`src/rtl/mips_pkg.sv`:
```
// mips_pkg: shared MIPS opcodes, ALUop encodings, default widths and the control word
package mips_pkg;
  localparam int DEF_DATA_W = 32;
  localparam int DEF_REG_W  = 5;
  localparam logic [5:0] OP_R_TYPE = 6'h00;
  localparam logic [5:0] OP_LW     = 6'h23;
  localparam logic [5:0] OP_SW     = 6'h2b;
  localparam logic [5:0] OP_BEQ    = 6'h04;
  localparam logic [5:0] OP_ADDI   = 6'h08;
  localparam logic [5:0] OP_ANDI   = 6'h0c;
  localparam logic [5:0] OP_ORI    = 6'h0d;
  localparam logic [5:0] OP_SLTI   = 6'h0a;
  localparam logic [3:0] ALU_ADD   = 4'b0000;
  localparam logic [3:0] ALU_SUB   = 4'b0001;
  localparam logic [3:0] ALU_R     = 4'b0010;
  localparam logic [3:0] ALU_AND   = 4'b0011;
  localparam logic [3:0] ALU_OR    = 4'b0100;
  localparam logic [3:0] ALU_SLT   = 4'b0101;
  typedef struct packed {
    logic       reg_dst;
    logic       branch;
    logic       mem_read;
    logic       mem_to_reg;
    logic [3:0] alu_op;
    logic       mem_write;
    logic       alu_src;
    logic       reg_write;
  } ctrl_t;
  localparam ctrl_t CTRL_NOP = '0;
endpackage

```
`src/rtl/load_use_detect.sv`:
```
// load_use_detect: flags a load in EX whose destination is read by the instruction in ID
module load_use_detect #(
  parameter int REG_W = 5
) (
  input  logic             ex_valid,
  input  logic             ex_mem_read,
  input  logic [REG_W-1:0] ex_rt,
  input  logic             id_valid,
  input  logic [REG_W-1:0] id_rs,
  input  logic [REG_W-1:0] id_rt,
  output logic             hz
);
  // both ID specifiers are compared even when rt is only a write target
  assign hz = id_valid & ex_valid & ex_mem_read & (ex_rt != '0) &
              ((ex_rt == id_rs) | (ex_rt == id_rt));
endmodule

```
`src/rtl/id_ex_stage.sv`:
```
// id_ex_stage: ID/EX pipeline register with load-use bubble insertion, branch squash
// and a saturating count of hazard bubbles
module id_ex_stage
  import mips_pkg::*;
#(
  parameter int DATA_W = DEF_DATA_W,
  parameter int REG_W  = DEF_REG_W,
  parameter int CNT_W  = 16
) (
  input  logic              i_clk,
  input  logic              i_reset,
  input  logic              i_valid,
  input  logic              i_flush,
  input  logic              i_RegDst,
  input  logic              i_branch,
  input  logic              i_Memread,
  input  logic              i_MemtoReg,
  input  logic              i_MemWrite,
  input  logic              i_AluSrc,
  input  logic              i_RegWrite,
  input  logic [3:0]        i_ALUop,
  input  logic [DATA_W-1:0] i_rs_data,
  input  logic [DATA_W-1:0] i_rt_data,
  input  logic [DATA_W-1:0] i_imm_ext,
  input  logic [DATA_W-1:0] i_pc_plus4,
  input  logic [REG_W-1:0]  i_rs,
  input  logic [REG_W-1:0]  i_rt,
  input  logic [REG_W-1:0]  i_rd,
  output logic              o_RegDst,
  output logic              o_branch,
  output logic              o_Memread,
  output logic              o_MemtoReg,
  output logic              o_MemWrite,
  output logic              o_AluSrc,
  output logic              o_RegWrite,
  output logic [3:0]        o_ALUop,
  output logic [DATA_W-1:0] o_rs_data,
  output logic [DATA_W-1:0] o_rt_data,
  output logic [DATA_W-1:0] o_imm_ext,
  output logic [DATA_W-1:0] o_pc_plus4,
  output logic [REG_W-1:0]  o_rs,
  output logic [REG_W-1:0]  o_rt,
  output logic [REG_W-1:0]  o_rd,
  output logic              o_valid,
  output logic              o_stall,
  output logic [CNT_W-1:0]  o_stall_cnt
);
  ctrl_t ctrl_in, ctrl_q;
  logic  hz, bubble;
  assign ctrl_in = '{reg_dst: i_RegDst, branch: i_branch, mem_read: i_Memread,
                     mem_to_reg: i_MemtoReg, alu_op: i_ALUop, mem_write: i_MemWrite,
                     alu_src: i_AluSrc, reg_write: i_RegWrite};
  assign o_RegDst   = ctrl_q.reg_dst;
  assign o_branch   = ctrl_q.branch;
  assign o_Memread  = ctrl_q.mem_read;
  assign o_MemtoReg = ctrl_q.mem_to_reg;
  assign o_ALUop    = ctrl_q.alu_op;
  assign o_MemWrite = ctrl_q.mem_write;
  assign o_AluSrc   = ctrl_q.alu_src;
  assign o_RegWrite = ctrl_q.reg_write;
  load_use_detect #(.REG_W(REG_W)) u_detect (
    .ex_valid   (o_valid),
    .ex_mem_read(ctrl_q.mem_read),
    .ex_rt      (o_rt),
    .id_valid   (i_valid),
    .id_rs      (i_rs),
    .id_rt      (i_rt),
    .hz         (hz)
  );
  // a flushed instruction never needs to wait, so flush masks the stall
  assign o_stall = hz & ~i_flush;
  assign bubble  = i_flush | hz;
  always_ff @(posedge i_clk or posedge i_reset)
    if (i_reset) begin
      ctrl_q      <= CTRL_NOP;
      o_valid     <= 1'b0;
      o_rs_data   <= '0;
      o_rt_data   <= '0;
      o_imm_ext   <= '0;
      o_pc_plus4  <= '0;
      o_rs        <= '0;
      o_rt        <= '0;
      o_rd        <= '0;
      o_stall_cnt <= '0;
    end else begin
      ctrl_q      <= (bubble | ~i_valid) ? CTRL_NOP : ctrl_in;
      o_valid     <= i_valid & ~bubble;
      o_rs_data   <= bubble ? '0 : i_rs_data;
      o_rt_data   <= bubble ? '0 : i_rt_data;
      o_imm_ext   <= bubble ? '0 : i_imm_ext;
      o_pc_plus4  <= bubble ? '0 : i_pc_plus4;
      o_rs        <= bubble ? '0 : i_rs;
      o_rt        <= bubble ? '0 : i_rt;
      o_rd        <= bubble ? '0 : i_rd;
      if (o_stall && o_stall_cnt != '1) o_stall_cnt <= o_stall_cnt + CNT_W'(1);
    end
endmodule

```
`config.mk`:
```
export PLATFORM = sky130hd
export DESIGN_NAME = id_ex_stage
export DESIGN_NICKNAME = d
export VERILOG_FILES = /design/src/rtl/mips_pkg.sv /design/src/rtl/load_use_detect.sv /design/src/rtl/id_ex_stage.sv
export SDC_FILE = /design/constraint.sdc
export NUM_CORES = 1
export LEC_CHECK = 0
export CORE_MARGIN = 4
export CORE_UTILIZATION = 42
export DETAILED_ROUTE_END_ITERATION = 10
export PLACE_DENSITY_LB_ADDON = 0.2
export SYNTH_ARGS = -nofsm -noshare
export SYNTH_HDL_FRONTEND = slang
export SYNTH_SLANG_ARGS = --single-unit
```
`constraint.sdc`:
```
create_clock -name i_clk -period 9.65 [get_ports i_clk]
set_input_delay 1.93 -clock i_clk [delete_from_list [all_inputs] [get_ports i_clk]]
set_output_delay 1.93 -clock i_clk [all_outputs]
set_load 0.05 [all_outputs]
```
==> flow_summary.json, run 1 <==
{
  "status": "finished clean",
  "post-route-util_pct": 72.6,
  "final_antenna_net_count": 0,
  "timing.final.crit_period_ns": 6.11,
  "drc_errors": 0,
  "worst_slack_ns": 3.54,
  "ys_top_cells_by_area": "dfrtp_1 72%, and2_1 16%, xnor2_1 3.4%",
  "cts_root_buf": "clkbuf_16",
  "antenna_cells": 0,
  "cts_tree": "yes",
  "crit_type": "primary input to primary output",
  "ys_seq_area_share_pct": 71.7,
  "dp.cells": 918,
  "fp.dieW_microns": 127,
  "p_comb_share_pct": 16.6,
  "cp_max_fo": 18,
  "drive_above_1_share_pct": 5.06,
  "avgSynthCellArea_sq_um": 14.0,
  "syn-num-nets": 585,
  "finalCritPeriodShare_pct": 63.3,
  "nets": 916,
  "fin_area_sq_um": 10100,
  "die_h_microns": 127,
  "area_growth_syn_to_layout_pct": 68.7,
  "worst_setup_path_end_kind": "primary output",
  "overflow": 0,
  "pin_count": 330,
  "clkTransAtPathRegs_ns": 0.06,
  "route.detailed.vias_per_inst": 4.58,
  "syn_area_sq_um": 5970,
  "yosys_warnings": 0,
  "rrSetupSlack_ns": 6.72,
  "hold_start": "o_stall_cnt[11]",
  "grt_pass1_wl_mm": 26.4,
  "clock_latency_ns": 0.41,
  "cts_buffers": 17,
  "powerDensity_nw_per_um2": 185,
  "coreArea_sq_um": 13900,
  "num_vias": 4354,
  "yosysMostFrequentCell": "dfrtp_1",
  "fmax_ghz": 0.164,
  "rows": 43,
  "arrival_ns": 4.18,
  "timing.rr.start": "o_rt[1]",
  "max_slew.worst_pin.slew_ns": 1.04,
  "rsz0062_at_grt": "false",
  "start_kind": "primary input",
  "fp.dieArea_sq_um": 16200,
  "place_ws_ns": 3.53,
  "peakVddDrop_mv": 0.112,
  "worstHoldEndpoint": "o_stall_cnt[11]",
  "dpl-instance-area_sq_um": 9370,
  "synth-edff-count": 0,
  "clockBufferDepth": 2,
  "wl_per_cell_microns": 18.1,
  "yosysTopAreaCellShare_pct": 71.7,
  "dr.pass1.iters": 4,
  "drt-total-wl_mm": 17.2,
  "dpl.hpwl_mm": 13.1,
  "gp_congestion": 0.851,
  "required_ns": 7.72,
  "leakage_nw": 4.40,
  "portBuffers": 329,
  "postSynthCellCount": 426,
  "ctsResizeCount": 0,
  "finClkSkew_ns": 0.00717,
  "htree_levels": 4,
  "instances_no_fill": 950,
  "ys_ff_latch": 171,
  "drt_iter0_drc": 211,
  "r2r-end": "o_rt[2]",
  "max_slew_margin_pct": 30.7,
  "grt_max_degree": 90,
  "grt_antenna_before_repair": 0,
  "postSynth.asyncResetShare_pct": 100,
  "fin_setup_tns_ns": 0,
  "clockPowerShare_pct": 42.5,
  "power.switching_uw": 455,
  "hp-class": "flip-flop to flip-flop",
  "grt_use_total_pct": 21.8,
  "ys.flop_type": "dfrtp_1",
  "synth_common_cells": "171 x dfrtp_1, 154 x and2_1, 23 x xnor2_1, 11 x nand3_1, 10 x nand4_1",
  "grt_pass1_vias": 4661,
  "hold_path_depth": 1,
  "p_int_mw": 1.40,
  "setup_viol": 0,
  "cts-hold-fix-buffers": 0,
  "slew_viol_final": 0,
  "synth_cell_types": 26,
  "seq_power_share_pct": 40.9,
  "start_util_pct": 43.0,
  "synth_top_cell_by_area": "dfrtp_1",
  "netSwitchingFraction_pct": 24.5,
  "postCtsSetupRepairBufs": 0,
  "hold_violations": 0,
  "cap_violations": 0,
  "rr_worst_depth": 5,
  "clock_sinks": 171
}
area by class of cell:
cell class | instances | area [sq um]
Inverter | 1 | 8.76
Clock buffer | 21 | 460
Fill cell | 948 | 3810
Sequential cell | 171 | 4280
Multi-Input combinational cell | 235 | 1550
Timing Repair Buffer | 331 | 3310
Tap cell | 180 | 225
Clock inverter | 11 | 239
per-stage QoR:
| step | total power, mW | hold slack, ns |
|---|---|---|
| 6_report | 1.86 | 0.502 |
| 5_1_grt | 1.92 | 0.540 |
| 4_1_cts | 1.88 | 0.509 |
| 3_5_place_dp | 1.08 | 0.497 |
| 3_3_place_gp | 1.08 | 0.494 |
| 2_1_floorplan | 0.940 | 0.801 |
power by group through the flow:
stage | Combinational [mW] | Clock (mW) | Sequential [mW]
after floorplan | 0.0492 | 0 | 0.891
after global placement | 0.308 | 0 | 0.773
after detailed placement | 0.311 | 0 | 0.774
after CTS | 0.313 | 0.807 | 0.761
after global routing | 0.325 | 0.836 | 0.763
final | 0.309 | 0.790 | 0.760
worst max-delay path, cell delays in order:
cell	delay (ns)
clkdlybuf4s50_1	0.50
xnor2_1	0.12
nand3_1	0.15
o22ai_4	0.47
nand2_1	0.09
nor2_1	0.10
clkdlybuf4s50_1	0.81
layer usage:
| layer | global-route usage (%) | vias up | wire [microns] |
|---|---|---|---|
| met3 | 9.74 | 23 | 1900 |
| met5 | 0 | - | 0 |
| met1 | 23.1 | 2095 | 5860 |
| li1 | - | 2010 | - |
| met4 | 7.70 | 0 | 353 |
| met2 | 38.4 | 226 | 9060 |
state kept, by name, summed over array words and instances, names as in the netlist:
signal       cells
o_ALUop          4
o_AluSrc         1
o_MemWrite       1
o_Memread        1
o_MemtoReg       1
o_RegDst         1
o_RegWrite       1
o_branch         1
o_imm_ext       32
o_pc_plus4      32
o_rd             5
o_rs             5
o_rs_data       32
o_rt             5
o_rt_data       32
o_stall_cnt     16
o_valid          1
worst max path at each step:
stage | start | end | slack (ns) | cells after the start
after floorplan | i_reset | o_ALUop[0] | 3.09 | 1
after global placement | i_rs[4] | o_stall | 3.52 | 7
after detailed placement | i_rs[2] | o_stall | 3.53 | 7
after CTS | i_rs[2] | o_stall | 3.52 | 7
after global routing | i_rs[0] | o_stall | 3.33 | 7
final | i_rs[4] | o_stall | 3.54 | 7
cells by family after synthesis:
| kind of cell | Yosys count | synth area share [%] |
|---|---|---|
| fa+ha+maj | 1 | 0.209 |
| xor+xnor | 25 | 3.67 |
| compound gates | 5 | 0.922 |
| mux | 1 | 0.189 |
| flops | 171 | 71.7 |
| simple gates | 203 | 21.0 |
| buf+inv | 20 | 2.37 |
cells in the final DEF (no fill, tap or decap), drive strengths merged:
| cell type | netlist | routed |
|---|---|---|
| clkdlybuf4s50 | 0 | 329 |
| dfrtp | 171 | 171 |
| and2 | 154 | 154 |
| xnor2 | 23 | 23 |
| clkbuf | 8 | 21 |
| nand3 | 11 | 11 |
| nand4 | 10 | 10 |
| and3 | 8 | 8 |
| bufinv | 0 | 7 |
| nand2 | 6 | 6 |
| and4 | 4 | 4 |
| nor3 | 4 | 4 |
| a21oi | 4 | 4 |
| nor2 | 3 | 3 |
| xor2 | 2 | 2 |
| clkinvlp | 0 | 2 |
| buf | 11 | 2 |
| clkinv | 0 | 2 |
| o22ai | 1 | 1 |
| nand2b | 1 | 1 |
| inv | 1 | 1 |
| mux2 | 1 | 1 |
| nor3b | 1 | 1 |
| nor4b | 1 | 1 |
| ha | 1 | 1 |
(Power assumes the default switching activity.)
==> inputs of run 2 (changes only) <==
Settings changed: CORE_ASPECT_RATIO from default to 1.25, CORE_UTILIZATION 42 to 39.
Clock period 9.65 ns to 6 ns, I/O delays scaled along.
==> run 2 against run 1 <==
  * Setup slack got worse by 2.2 ns
  * Hold slack improved by 0.013 ns
  * Critical endpoint unchanged
  * Final cell count increased by 0.53%
  * Routed wire length increased by 2.6%
  * Combinational power increased by 61%
  * First-iteration DRC count decreased by 5.7%
  * Cell area decreased by 0.67%
  * Clock-buffer cell count decreased by 4
  * Clock power increased by 42%
  * Sequential share of layout area increased by 0.29 points
  * Sequential power increased by 61%
  * Utilization decreased by 5.9 points
  * Critical path type unchanged
==> flow_summary.json, run 2 (synthesized netlist as in run 1, its figures left out) <==
{
  "cp_max_fo": 18,
  "p_int_mw": 2.07,
  "start_util_pct": 39.8,
  "powerDensity_nw_per_um2": 284,
  "nets": 918,
  "cts-hold-fix-buffers": 0,
  "area_growth_syn_to_layout_pct": 67.5,
  "worst_setup_path_end_kind": "primary output",
  "rsz0062_at_grt": "false",
  "drive_above_1_share_pct": 5.57,
  "dr.pass1.iters": 4,
  "dpl.hpwl_mm": 13.5,
  "n_fill_cell": 1160,
  "hp-class": "flip-flop to flip-flop",
  "grt_max_degree": 103,
  "drt-total-wl_mm": 17.6,
  "overflow": 0,
  "timing.rr.start": "o_rt[1]",
  "max_slew_margin_pct": 39.0,
  "required_ns": 4.80,
  "clock_latency_ns": 0.42,
  "htree_levels": 4,
  "dp.cells": 922,
  "netSwitchingFraction_pct": 27.0,
  "cts_root_buf": "clkbuf_16",
  "drc_errors": 0,
  "crit_chain": "clkdlybuf4s50_1 -> xnor2_1 -> nand3_1 -> o22ai_4 -> nand2_1 -> nor2_1 -> clkdlybuf4s50_1",
  "power_mw": 2.84,
  "fin_setup_tns_ns": 0,
  "clockPowerShare_pct": 39.5,
  "peakVddDrop_mv": 0.216,
  "pin_count": 330,
  "grt_pass1_wl_mm": 27.1,
  "start_kind": "primary input",
  "num_vias": 4350,
  "grt_antenna_before_repair": 1,
  "timing.final.crit_period_ns": 4.68,
  "die_h_microns": 146,
  "max_slew.worst_pin.slew_ns": 0.915,
  "worst_path_max_delay_cell": "clkdlybuf4s50_1",
  "cts_tree": "yes",
  "fp.dieArea_sq_um": 17400,
  "route.detailed.vias_per_inst": 4.55,
  "cap_violations": 0,
  "final_common_cell": "clkdlybuf4s50_1",
  "wl_per_cell_microns": 18.5,
  "grt_pass1_vias": 4792,
  "instances_no_fill": 955,
  "hold_start": "o_stall_cnt[9]",
  "seq_power_share_pct": 43.0,
  "slowest_delay_ns": 0.81,
  "gp_congestion": 0.789,
  "clockBufferDepth": 2,
  "startpoint": "i_rs[4]",
  "fp.dieW_microns": 119,
  "crit_type": "primary input to primary output",
  "hold_violations": 0,
  "arrival_ns": 3.48,
  "slew_viol_final": 0,
  "drt_iter0_drc": 199,
  "coreArea_sq_um": 15000,
  "finClkSkew_ns": 0.00747,
  "critPathMostFrequentCell": "clkdlybuf4s50_1",
  "fmax_ghz": 0.214,
  "postCtsSetupRepairBufs": 0,
  "rows": 50,
  "finalCritPeriodShare_pct": 78.0,
  "cts_buffers": 17,
  "clkTransAtPathRegs_ns": 0.06,
  "setup_viol": 0,
  "final_cell_mix": "329 x clkdlybuf4s50_1, 171 x dfrtp_1, 154 x and2_1, 23 x xnor2_1, 17 x clkbuf_16",
  "portBuffers": 329,
  "crit_family": "buffers and inverters",
  "clock_sinks": 171,
  "critPathBufInv": 2,
  "power.switching_uw": 767,
  "final_antenna_net_count": 0,
  "status": "finished clean",
  "p_comb_share_pct": 17.5,
  "leakage_nw": 4.37,
  "grt_use_total_pct": 20.5,
  "ctsResizeCount": 0
}
[run 2: cell count changes in the layout (fill, tap and decap cells not counted), moves of 2 or more]
cell,change
clkinv_4,+2
clkbuf_8,-2
inv_6,+3
bufinv_16,-4
clkbuf_1,-2
buf_4,+2
[run 2: per-layer routing]
layer | wire length [microns] | track usage, % | vias to the layer above
met1 | 6100 | 21.7 | 2078
li1 | - | - | 2007
met2 | 9240 | 35.6 | 233
met4 | 525 | 8.64 | 0
met5 | 0 | 0 | -
met3 | 1760 | 8.91 | 32
[run 2: cell type report]
type                       count  area [sq um]  share of cell area (%)
antenna                        1          2.50                  0.0250
clock buffer                  17           425                    4.25
clock inverter                15           186                    1.86
inverter                       1          8.76                  0.0875
multi-input combinational    235          1550                    15.5
sequential                   171          4280                    42.8
tap                          182           228                    2.28
timing repair buffer         333          3320                    33.2
[run 2: worst paths after layout]
check / to / slack (ns) / cells past startpoint
setup / recovery: o_stall / 1.32 / 7
hold reg to reg: o_stall_cnt[9] / 0.52 / 1
setup reg to reg: o_pc_plus4[23] / 3.50 / 5
max in group asynchronous: o_rs_data[9] / 3.60 / 3
hold / removal: o_stall_cnt[9] / 0.52 / 1
min in group asynchronous: o_pc_plus4[15] / 1.37 / 2
[run 2: worst register-to-register path: cells and delay by family, from the launching register on]
kind / cells / cell delay [ns]
AO/OA/AOI/OAI: 2 / 0.94
buffers and inverters: 1 / 0.52
flip-flops: 1 / 0.44
AND/OR/NAND/NOR: 2 / 0.52
[run 2: metrics by stage]
stage	worst slack [ns]	area (sq um)	hold WS, ns	util [%]
detailed placement	1.27	9390	0.504	62.5
CTS	1.27	10000	0.516	66.6
global route	1.15	10000	0.555	66.6
finish	1.32	10000	0.515	66.6
floorplan	0.168	5970	0.801	-
global placement	1.25	9390	0.488	62.5
[run 2: power by group through the flow]
stage | sequential (mW) | combinational, mW | clock (mW)
floorplan | 1.43 | 0.0791 | 0
global placement | 1.24 | 0.498 | 0
detailed placement | 1.24 | 0.503 | 0
CTS | 1.22 | 0.505 | 1.15
global route | 1.23 | 0.523 | 1.19
finish | 1.22 | 0.498 | 1.12
==> inputs of run 3 (changes only) <==
Clock period 6 ns to 4.52 ns, I/O delays scaled along.
==> run 3 against run 2 <==
  * Cell area shrank 0.54%
  * Clock power increased by 18%
  * Die area did not move
  * Register-to-register slack got worse by 1.3 ns
  * Sequential power increased by 33%
  * Critical path depth is the same
  * Sequential cell count unchanged
  * Clock skew is 0.0011 ns higher
  * Highest routed layer unchanged
==> flow_summary.json, run 3 (synthesized netlist as in run 1, its figures left out) <==
{
  "rrSetupSlack_ns": 2.23,
  "grt_pass1_vias": 4676,
  "r2r-end": "o_stall_cnt[1]",
  "ctsResizeCount": 0,
  "finClkSkew_ns": 0.00860,
  "worst_path_max_delay_cell": "clkdlybuf4s50_1",
  "timing.final.crit_period_ns": 3.76,
  "rows": 50,
  "start_util_pct": 39.8,
  "critPathBufInv": 2,
  "htree_levels": 4,
  "grt_use_total_pct": 20.4,
  "overflow": 0,
  "clock_sinks": 171,
  "rr_worst_depth": 6,
  "cts-hold-fix-buffers": 0,
  "fin_setup_tns_ns": 0,
  "worst_setup_path_end_kind": "primary output",
  "setup_viol": 0,
  "cts_tree": "yes",
  "die_h_microns": 146,
  "critPathMostFrequentCell": "clkdlybuf4s50_1",
  "final_antenna_net_count": 0,
  "powerDensity_nw_per_um2": 363,
  "num_vias": 4394,
  "gp_congestion": 0.818,
  "crit_type": "primary input to primary output",
  "crit_family": "buffers and inverters",
  "timing.rr.start": "o_stall_cnt[0]",
  "crit_chain": "clkdlybuf4s50_1 -> xnor2_1 -> nand3_1 -> o22ai_4 -> nand2_1 -> nor2_1 -> clkdlybuf4s50_1",
  "area_growth_syn_to_layout_pct": 66.6,
  "rsz0062_at_grt": "false",
  "cap_violations": 0,
  "pin_count": 330,
  "cts_root_buf": "clkbuf_16",
  "final_cell_mix": "329 x clkdlybuf4s50_1, 171 x dfrtp_1, 154 x and2_1, 23 x xnor2_1, 17 x clkbuf_16",
  "max_slew.worst_pin.slew_ns": 0.928,
  "fin_hold_ws_ns": 0.499,
  "portBuffers": 329,
  "finalCritPeriodShare_pct": 83.1,
  "fp.dieW_microns": 119,
  "max_slew_margin_pct": 38.1,
  "power_mw": 3.61,
  "arrival_ns": 2.85,
  "dpl.hpwl_mm": 13.4,
  "leakage_nw": 4.35,
  "status": "finished clean",
  "slew_viol_final": 0,
  "drive_above_1_share_pct": 5.55,
  "drt_iter0_drc": 265,
  "required_ns": 3.62,
  "route.detailed.vias_per_inst": 4.59,
  "fmax_ghz": 0.266,
  "drt-total-wl_mm": 17.4,
  "slowest_delay_ns": 0.81,
  "start_kind": "primary input",
  "wl_per_cell_microns": 18.1,
  "hold_start": "o_stall_cnt[9]",
  "hold_path_depth": 1,
  "final_common_cell": "clkdlybuf4s50_1",
  "clkTransAtPathRegs_ns": 0.06,
  "grt_max_degree": 97,
  "hp-class": "flip-flop to flip-flop",
  "cts_buffers": 17,
  "worstHoldEndpoint": "o_stall_cnt[9]",
  "fp.dieArea_sq_um": 17400,
  "n_fill_cell": 1168,
  "cp_max_fo": 2,
  "clock_latency_ns": 0.42,
  "grt_pass1_wl_mm": 26.9,
  "postCtsSetupRepairBufs": 0,
  "antenna_cells": 0,
  "clockBufferDepth": 2,
  "hold_violations": 0,
  "peakVddDrop_mv": 0.233,
  "coreArea_sq_um": 15000,
  "grt_antenna_before_repair": 0,
  "nets": 921,
  "dr.pass1.iters": 4,
  "drc_errors": 0
}
## run 3: power breakdown
part	internal, mW	total, mW	switching, mW
logic	0.278	0.662	0.385
clock network	0.726	1.32	0.598
registers	1.60	1.62	0.0229
total	2.60	3.61	1.01
## run 3: area by class of cell
type,instances,area (sq um),area share (%)
multi-input combinational,235,1550,15.6
clock inverter,11,88.8,0.893
timing repair buffer,336,3350,33.6
inverter,1,7.51,0.0754
sequential,171,4280,43.0
tap,182,228,2.29
clock buffer,21,450,4.53
## run 3: worst max-delay path by stage
stage,startpoint,to,slack [ns],depth (start not counted)
after floorplan,i_rs[4],o_stall,1.25,6
after global placement,i_rs[0],o_stall,0.77,7
after detailed placement,i_rs[2],o_stall,0.77,7
after CTS,i_rs[0],o_stall,0.75,7
after global routing,i_rs[0],o_stall,0.63,7
final,i_rs[2],o_stall,0.76,7
## run 3: per-stage QoR
stage	setup WS [ns]	instances	utilization (%)	area [sq um]
finish	0.763	957	66.3	9950
global route	0.631	957	66.3	9950
CTS	0.754	957	66.3	9950
detailed placement	0.769	925	62.7	9410
global placement	0.773	925	62.7	9410
floorplan	1.25	426	-	5980
## run 3: layer usage
layer	part of all wire [%]	GRT usage [%]	vias to the layer above
met4	3.2	9.04	0
met5	0	0	-
met1	35	22.1	2138
met2	54	35.8	208
li1	-	-	2011
met3	8.3	7.17	37
